**src/rtl/ps2_pkg.sv**
```systemverilog
// Shared scan codes, decoder state type and move-flag bundle for the PS/2
// movement front end (scan code set 2).
package ps2_pkg;

    localparam int TIMEOUT_CYCLES_DEF = 65000;

    localparam logic [7:0] SC_EXT   = 8'hE0;
    localparam logic [7:0] SC_BRK   = 8'hF0;
    localparam logic [7:0] SC_W     = 8'h1D;
    localparam logic [7:0] SC_A     = 8'h1C;
    localparam logic [7:0] SC_S     = 8'h1B;
    localparam logic [7:0] SC_D     = 8'h23;
    localparam logic [7:0] SC_UP    = 8'h75;
    localparam logic [7:0] SC_DOWN  = 8'h72;
    localparam logic [7:0] SC_LEFT  = 8'h6B;
    localparam logic [7:0] SC_RIGHT = 8'h74;

    typedef enum logic [1:0] {
        IDLE,
        EXT,
        BRK,
        EXT_BRK
    } dec_state_t;

    typedef struct packed {
        logic up;
        logic down;
        logic right;
        logic left;
    } move_t;

    // Apply one make/break code to a player's flags; unknown codes leave them untouched.
    function automatic move_t apply_code(move_t m, logic [7:0] code, logic ext, logic make);
        move_t r;
        r = m;
        if (!ext) begin
            case (code)
                SC_W:    r.up    = make;
                SC_S:    r.down  = make;
                SC_D:    r.right = make;
                SC_A:    r.left  = make;
                default: ;
            endcase
        end else begin
            case (code)
                SC_UP:    r.up    = make;
                SC_DOWN:  r.down  = make;
                SC_RIGHT: r.right = make;
                SC_LEFT:  r.left  = make;
                default:  ;
            endcase
        end
        return r;
    endfunction

endpackage

```
**src/rtl/ps2_rx_if.sv**
```systemverilog
// Received-byte stream from the PS/2 frame receiver to the scan-code decoder.
interface ps2_rx_if;
    logic [7:0] rx_byte;
    logic       rx_valid;
    logic       frame_err;

    modport master (output rx_byte, output rx_valid, output frame_err);
    modport slave  (input  rx_byte, input  rx_valid, input  frame_err);
endinterface

```
**src/rtl/ps2_rx.sv**
```systemverilog
// PS/2 device-to-host frame receiver: pin synchronizers, falling-edge detect,
// 11-bit frame shift, odd-parity/framing check and partial-frame timeout.
module ps2_rx
    import ps2_pkg::*;
#(
    parameter int TIMEOUT_CYCLES = TIMEOUT_CYCLES_DEF
) (
    input  logic     clk,
    input  logic     rst,
    input  logic     ps2_clk,
    input  logic     ps2_data,
    ps2_rx_if.master rx
);

    localparam int TW = $clog2(TIMEOUT_CYCLES + 1);
    localparam logic [TW-1:0] TO_LIMIT = TW'(TIMEOUT_CYCLES);

    logic [1:0]    clk_sync_q, clk_sync_d;
    logic [1:0]    data_sync_q, data_sync_d;
    logic          clk_prev_q, clk_prev_d;
    logic [3:0]    bit_cnt_q, bit_cnt_d;
    logic [9:0]    shift_q, shift_d;
    logic [TW-1:0] to_cnt_q, to_cnt_d;
    logic [7:0]    rx_byte_q, rx_byte_d;
    logic          rx_valid_q, rx_valid_d;
    logic          frame_err_q, frame_err_d;
    logic          fall;
    logic          bit_in;

    assign fall   = clk_prev_q & ~clk_sync_q[1];
    assign bit_in = data_sync_q[1];

    always_comb begin
        // NOTE: every signal gets a default before any branch so no latch is inferred.
        clk_sync_d  = {clk_sync_q[0], ps2_clk};
        data_sync_d = {data_sync_q[0], ps2_data};
        clk_prev_d  = clk_sync_q[1];
        bit_cnt_d   = bit_cnt_q;
        shift_d     = shift_q;
        rx_byte_d   = rx_byte_q;
        rx_valid_d  = 1'b0;
        frame_err_d = 1'b0;
        to_cnt_d    = (to_cnt_q == TO_LIMIT) ? to_cnt_q : to_cnt_q + 1'b1;

        if (fall) begin
            to_cnt_d = '0;
            if (bit_cnt_q == 4'd10) begin
                // shift_q[0] is the start bit, [8:1] the data, [9] the parity bit.
                bit_cnt_d = '0;
                if (!shift_q[0] && (^shift_q[9:1]) && bit_in) begin
                    rx_valid_d = 1'b1;
                    rx_byte_d  = shift_q[8:1];
                end else begin
                    frame_err_d = 1'b1;
                end
            end else begin
                shift_d   = {bit_in, shift_q[9:1]};
                bit_cnt_d = bit_cnt_q + 4'd1;
            end
        end else if (to_cnt_q == TO_LIMIT) begin
            bit_cnt_d = '0;
        end
    end

    always_ff @(posedge clk) begin
        // NOTE: sequential state uses non-blocking assignments so all flops update together.
        if (rst) begin
            // NOTE: synchronizers reset to the PS/2 idle level so reset release never fakes an edge.
            clk_sync_q  <= 2'b11;
            data_sync_q <= 2'b11;
            clk_prev_q  <= 1'b1;
            bit_cnt_q   <= '0;
            shift_q     <= '0;
            to_cnt_q    <= '0;
            rx_byte_q   <= '0;
            rx_valid_q  <= 1'b0;
            frame_err_q <= 1'b0;
        end else begin
            clk_sync_q  <= clk_sync_d;
            data_sync_q <= data_sync_d;
            clk_prev_q  <= clk_prev_d;
            bit_cnt_q   <= bit_cnt_d;
            shift_q     <= shift_d;
            to_cnt_q    <= to_cnt_d;
            rx_byte_q   <= rx_byte_d;
            rx_valid_q  <= rx_valid_d;
            frame_err_q <= frame_err_d;
        end
    end

    assign rx.rx_byte   = rx_byte_q;
    assign rx.rx_valid  = rx_valid_q;
    assign rx.frame_err = frame_err_q;

endmodule

```
**src/rtl/ps2_move_decoder.sv**
```systemverilog
// PS/2 keyboard front end: decodes make/break/extended scan codes into hold
// flags for player 1 (WASD) and player 2 (arrow keys).
module ps2_move_decoder
    import ps2_pkg::*;
#(
    parameter int TIMEOUT_CYCLES = TIMEOUT_CYCLES_DEF
) (
    input  logic clk,
    input  logic rst,
    input  logic ps2_clk,
    input  logic ps2_data,
    output logic p1_move_up,
    output logic p1_move_down,
    output logic p1_move_right,
    output logic p1_move_left,
    output logic p2_move_up,
    output logic p2_move_down,
    output logic p2_move_right,
    output logic p2_move_left,
    output logic frame_err
);

    ps2_rx_if rx_bus ();

    ps2_rx #(.TIMEOUT_CYCLES(TIMEOUT_CYCLES)) u_rx (
        .clk      (clk),
        .rst      (rst),
        .ps2_clk  (ps2_clk),
        .ps2_data (ps2_data),
        .rx       (rx_bus.master)
    );

    dec_state_t state_q, state_d;
    move_t      p1_q, p1_d;
    move_t      p2_q, p2_d;

    always_comb begin
        state_d = state_q;
        p1_d    = p1_q;
        p2_d    = p2_q;
        if (rx_bus.rx_valid) begin
            case (state_q)
                IDLE: begin
                    if (rx_bus.rx_byte == SC_EXT)      state_d = EXT;
                    else if (rx_bus.rx_byte == SC_BRK) state_d = BRK;
                    else p1_d = apply_code(p1_q, rx_bus.rx_byte, 1'b0, 1'b1);
                end
                EXT: begin
                    if (rx_bus.rx_byte == SC_BRK) begin
                        state_d = EXT_BRK;
                    end else begin
                        p2_d    = apply_code(p2_q, rx_bus.rx_byte, 1'b1, 1'b1);
                        state_d = IDLE;
                    end
                end
                BRK: begin
                    p1_d    = apply_code(p1_q, rx_bus.rx_byte, 1'b0, 1'b0);
                    state_d = IDLE;
                end
                EXT_BRK: begin
                    p2_d    = apply_code(p2_q, rx_bus.rx_byte, 1'b1, 1'b0);
                    state_d = IDLE;
                end
                default: state_d = IDLE;
            endcase
        end
    end

    always_ff @(posedge clk) begin
        if (rst) begin
            state_q <= IDLE;
            p1_q    <= '0;
            p2_q    <= '0;
        end else begin
            state_q <= state_d;
            p1_q    <= p1_d;
            p2_q    <= p2_d;
        end
    end

    assign p1_move_up    = p1_q.up;
    assign p1_move_down  = p1_q.down;
    assign p1_move_right = p1_q.right;
    assign p1_move_left  = p1_q.left;
    assign p2_move_up    = p2_q.up;
    assign p2_move_down  = p2_q.down;
    assign p2_move_right = p2_q.right;
    assign p2_move_left  = p2_q.left;
    assign frame_err     = rx_bus.frame_err;

endmodule

```
**config.mk**
```make
export PLATFORM = sky130hd
export DESIGN_NAME = ps2_move_decoder
export DESIGN_NICKNAME = d
export VERILOG_FILES = /design/src/rtl/ps2_pkg.sv /design/src/rtl/ps2_rx_if.sv /design/src/rtl/ps2_rx.sv /design/src/rtl/ps2_move_decoder.sv
export SDC_FILE = /design/constraint.sdc
export NUM_CORES = 1
export LEC_CHECK = 0
export BUFFER_PORTS_ARGS = -buffer_cell sky130_fd_sc_hd__clkbuf_2
export CORE_MARGIN = 4
export CORE_UTILIZATION = 50
export CTS_CLUSTER_SIZE = 12
export DETAILED_ROUTE_END_ITERATION = 6
export HOLD_SLACK_MARGIN = 0.02
export PLACE_DENSITY = 0.76
export SLEW_MARGIN = 0
export SYNTH_ARGS = -nofsm -noshare
export SYNTH_HDL_FRONTEND = slang
export SYNTH_HIERARCHICAL = 1
export SYNTH_SLANG_ARGS = --single-unit
```
**constraint.sdc**
```tcl
create_clock -name clk -period 2.7 [get_ports clk]
set_input_delay 0.54 -clock clk [delete_from_list [all_inputs] [get_ports clk]]
set_output_delay 0.54 -clock clk [all_outputs]
set_load 0.03 [all_outputs]
```
==> metrics.txt <==
outcome=finished clean; sequential share of power=0.629; total grt overflow=0; net switching component of the power=0.2900 mW; fillcell total=roughly 460; final non-filler cell area=2804 um^2; max-slew headroom at the worst pin=0.5171; post-layout net count=between 200 and 300; final worst clock skew=between 8 and 9 ps; I/O Pins=13; global-route wire length before repair=between 7 and 8 mm; Required @ worst endpoint=approximately 3000 ps; summed instance area of the synthesized netlist=approximately 2600 um^2; Final Critical Period=approximately 1900 ps; transition at the pin with the smallest max-transition slack=just over 700 ps; leak pwr=a little under 1 nW; clk_lat worst skew=around 300 ps; kind of launch point of the worst setup path=register; clock sink total=between 50 and 60; CTS Root Buffer Type=sky130_fd_sc_hd__clkbuf_8; y dimension of the die=between 80 and 90 um; buffer and inverter count on the worst path=1; count of input and output buffers=12; Row Count=26; detailed placer's ending HPWL=3.265 mm; area of the placeable core=5107 um^2; Max Fclk=approximately 530 MHz; CTS-repair resized insts=0; wire length after detailed routing=4.559 mm; maxcap violations=0; sequential element share of the synthesized area=0.4204; die area=roughly 6500 um^2; internal power contribution=about 1.0 mW; global placement routability congestion=between 0.7 and 0.8; highest ir drop seen on vdd=0.0003667 V; Final Hold Fails=0; synthesized flop and latch total=55; DR pass1 iterations=4; power share of the clock group=0.330; kind of critical path=reg2reg; DRC violations left=0; CTS tree=yes; Main synth FF type=sky130_fd_sc_hd__dfxtp_1; clock buffers created by TritonCTS=5; delay of the slowest cell on the worst path=about 580 ps; worst-path fanout max=12; number of hold-repair buffers added at the cts stage=0; number of global-route vias before repair=1,776; maximum number of pins on one net before global-route repair=38; clock transition at the registers of the reported paths=around 90 ps; cell area after placement=2723 um^2; Synth Net Count=between 200 and 300; Period Utilization, post-route=0.6941; final setup violation count=0; Tightest Hold Check Type=reg2reg; Area Growth Syn to Fin=7.071%; vias after detailed routing=1,905; Starting Density=0.5127; starting DRC count in detailed routing=94; antenna violations before repair=0; average cell area after synthesis=about 9.4 um^2; remaining antenna violation count after routing=0; CP arrival=~2100 ps; dominant delay contributor by cell family on the critical path=simple AND/OR/NAND/NOR gates; via density per instance=between 5 and 6; number of slew-limit violations in the final report=0; number of distinct library cell variants in the gate-level netlist after synthesis=47; slowest cell on the critical path=sky130_fd_sc_hd__nor2_1; layout cell share with drive strength beyond 1=0.1661; total number of H-tree levels=2; Sum Neg Setup Slack=0 ps; diode count=0; mean routed wirelength per cell=about 13 um; ratio of total power to cell area=around 470 nW/um^2; Net Sw Frac=0.2209; number of post-CTS setup repair buffers=0; warnings from Yosys=6; overall track demand over capacity in global routing=0.1532; x dimension of the die=about 80 um; nature of the critical path endpoint=register; EDFF count, synth=0; Max Root-Sink Buffers=2; part of the total power dissipated in combinational logic=0.041; setup repair after global routing missed its margin=no; cells traversed along the worst timing path=inv_1 > ha_1 > and3b_1 > nor2_1 > a31oi_1 > a21oi_1; Gate Count Post-Synth=~280; proportion of synthesized flip-flops having asynchronous set or reset=0
## stage by stage
stage                     cells  utilization  hold WS [ps]  total power, mW  worst slack (ps)
final                       359       0.5490         413.8            1.313             826.0
after global routing        359       0.5490         416.1            1.369             672.7
after CTS                   359       0.5490         410.0            1.329             837.5
after detailed placement    351       0.5331         396.8           0.8999             865.9
after global placement      351       0.5331         394.4           0.8974             903.4
after floorplan             278            -         389.5           0.8893              1115
## registers in the layout (all words and copies together) (netlist names), 2 cells and up
| signal | flops |
|---|---|
| u_rx/data_sync_q | 2 |
| u_rx/shift_q | 10 |
| u_rx/to_cnt_q | 16 |
| u_rx/bit_cnt_q | 4 |
| u_rx/rx.rx_byte | 8 |
| u_rx/clk_sync_q | 2 |
| state_q | 2 |
## cells in the mapped netlist (all sizes together) (3+ instances only)
cell type / count / area share
dfxtp: 55 / 0.42
nand2: 25 / 0.036
a21oi: 23 / 0.044
mux2i: 15 / 0.062
or2b: 15 / 0.049
nor2: 14 / 0.020
nand2b: 13 / 0.031
nand4: 12 / 0.029
clkbuf: 9 / 0.017
xor2: 9 / 0.030
nand3: 8 / 0.015
or2: 7 / 0.017
o31ai: 6 / 0.017
or4: 6 / 0.017
inv: 5 / 0.0072
nor2b: 5 / 0.012
nor3: 5 / 0.0096
ha: 4 / 0.019
xnor2: 4 / 0.013
and3: 3 / 0.0076
nand3b: 3 / 0.0086
nand4b: 3 / 0.016
nor4bb: 3 / 0.011
## power groups by stage
| stage | clock [mW] | combinational [mW] | sequential (mW) |
|---|---|---|---|
| global route | 0.478 | 0.0625 | 0.828 |
| detailed placement | 0 | 0.0549 | 0.845 |
| CTS | 0.448 | 0.0552 | 0.826 |
| finish | 0.433 | 0.0539 | 0.826 |
| global placement | 0 | 0.0530 | 0.844 |
| floorplan | 0 | 0.0459 | 0.843 |
## layout by cell type, fill, tap and decap left out, types with 2 or more instances in the layout
master	count
sky130_fd_sc_hd__or2b_1	3
sky130_fd_sc_hd__and3_1	2
sky130_fd_sc_hd__o31ai_1	6
sky130_fd_sc_hd__and2b_2	2
sky130_fd_sc_hd__nand3_1	8
sky130_fd_sc_hd__clkbuf_2	12
sky130_fd_sc_hd__nand3b_1	3
sky130_fd_sc_hd__a21oi_1	23
sky130_fd_sc_hd__mux2i_1	14
sky130_fd_sc_hd__clkbuf_1	2
sky130_fd_sc_hd__nor4_1	2
sky130_fd_sc_hd__clkbuf_8	5
sky130_fd_sc_hd__or2b_2	12
sky130_fd_sc_hd__inv_1	5
sky130_fd_sc_hd__a31oi_1	2
sky130_fd_sc_hd__nand4_1	12
sky130_fd_sc_hd__or4_1	6
sky130_fd_sc_hd__nor2b_1	5
sky130_fd_sc_hd__xor2_1	9
sky130_fd_sc_hd__nor3_1	5
sky130_fd_sc_hd__or2_2	7
sky130_fd_sc_hd__nor4bb_1	3
sky130_fd_sc_hd__nand2_1	25
sky130_fd_sc_hd__nor3b_1	2
sky130_fd_sc_hd__nor2_1	14
sky130_fd_sc_hd__xnor3_2	2
sky130_fd_sc_hd__dfxtp_1	55
sky130_fd_sc_hd__nand4b_1	2
sky130_fd_sc_hd__o21ai_0	2
sky130_fd_sc_hd__and2_1	2
sky130_fd_sc_hd__xnor2_1	4
sky130_fd_sc_hd__ha_1	4
sky130_fd_sc_hd__nand2b_1	13
## metal layers
layer  wire (um)  share of wire  track usage  vias to the layer above
li1            -              -            -                     1003
met1        2215           0.49       0.1901                      877
met2        2200           0.48       0.2641                       19
met3         101          0.022      0.03027                        6
met4          42         0.0092      0.05068                        0
met5           0              0            0                        -
## layout make-up
type,instances,area (um^2),share of cell area
repair buffers,13,67.56,0.02410
well taps,70,87.58,0.03124
clock buffers,7,76.32,0.02722
multi-input cells,208,1448,0.5163
inverters,5,18.77,0.006693
flip-flops and latches,55,1101,0.3927
clock inverters,1,5.005,0.001785
## path summary, 6_finish.rpt
check                                      start                             end  slack (ps)  cells after the start
setup / recovery  u_rx/bit_cnt_q[0]$_SDFFE_PP0P_  u_rx/bit_cnt_q[3]$_SDFFE_PP0P_         830                      6
hold / removal    u_rx/data_sync_q[0]$_SDFF_PP1_  u_rx/data_sync_q[1]$_SDFF_PP1_         410                      1
setup reg to reg  u_rx/bit_cnt_q[0]$_SDFFE_PP0P_  u_rx/bit_cnt_q[3]$_SDFFE_PP0P_         830                      6
hold reg to reg   u_rx/data_sync_q[0]$_SDFF_PP1_  u_rx/data_sync_q[1]$_SDFF_PP1_         410                      1
## logic make-up (layout without fill, tap and decap cells)
kind of cell,count (synthesis),in the layout,share of synthesized area
AND/OR/NAND/NOR,136,136,0.3220
flip-flops,55,55,0.4205
AO/OA/AOI/OAI,37,37,0.08361
multiplexers,16,16,0.06641
XOR/XNOR,15,15,0.06164
buffers and inverters,15,26,0.02676
adder cells (fa/ha/maj),4,4,0.01911
Power figures use the tool's default switching activity.
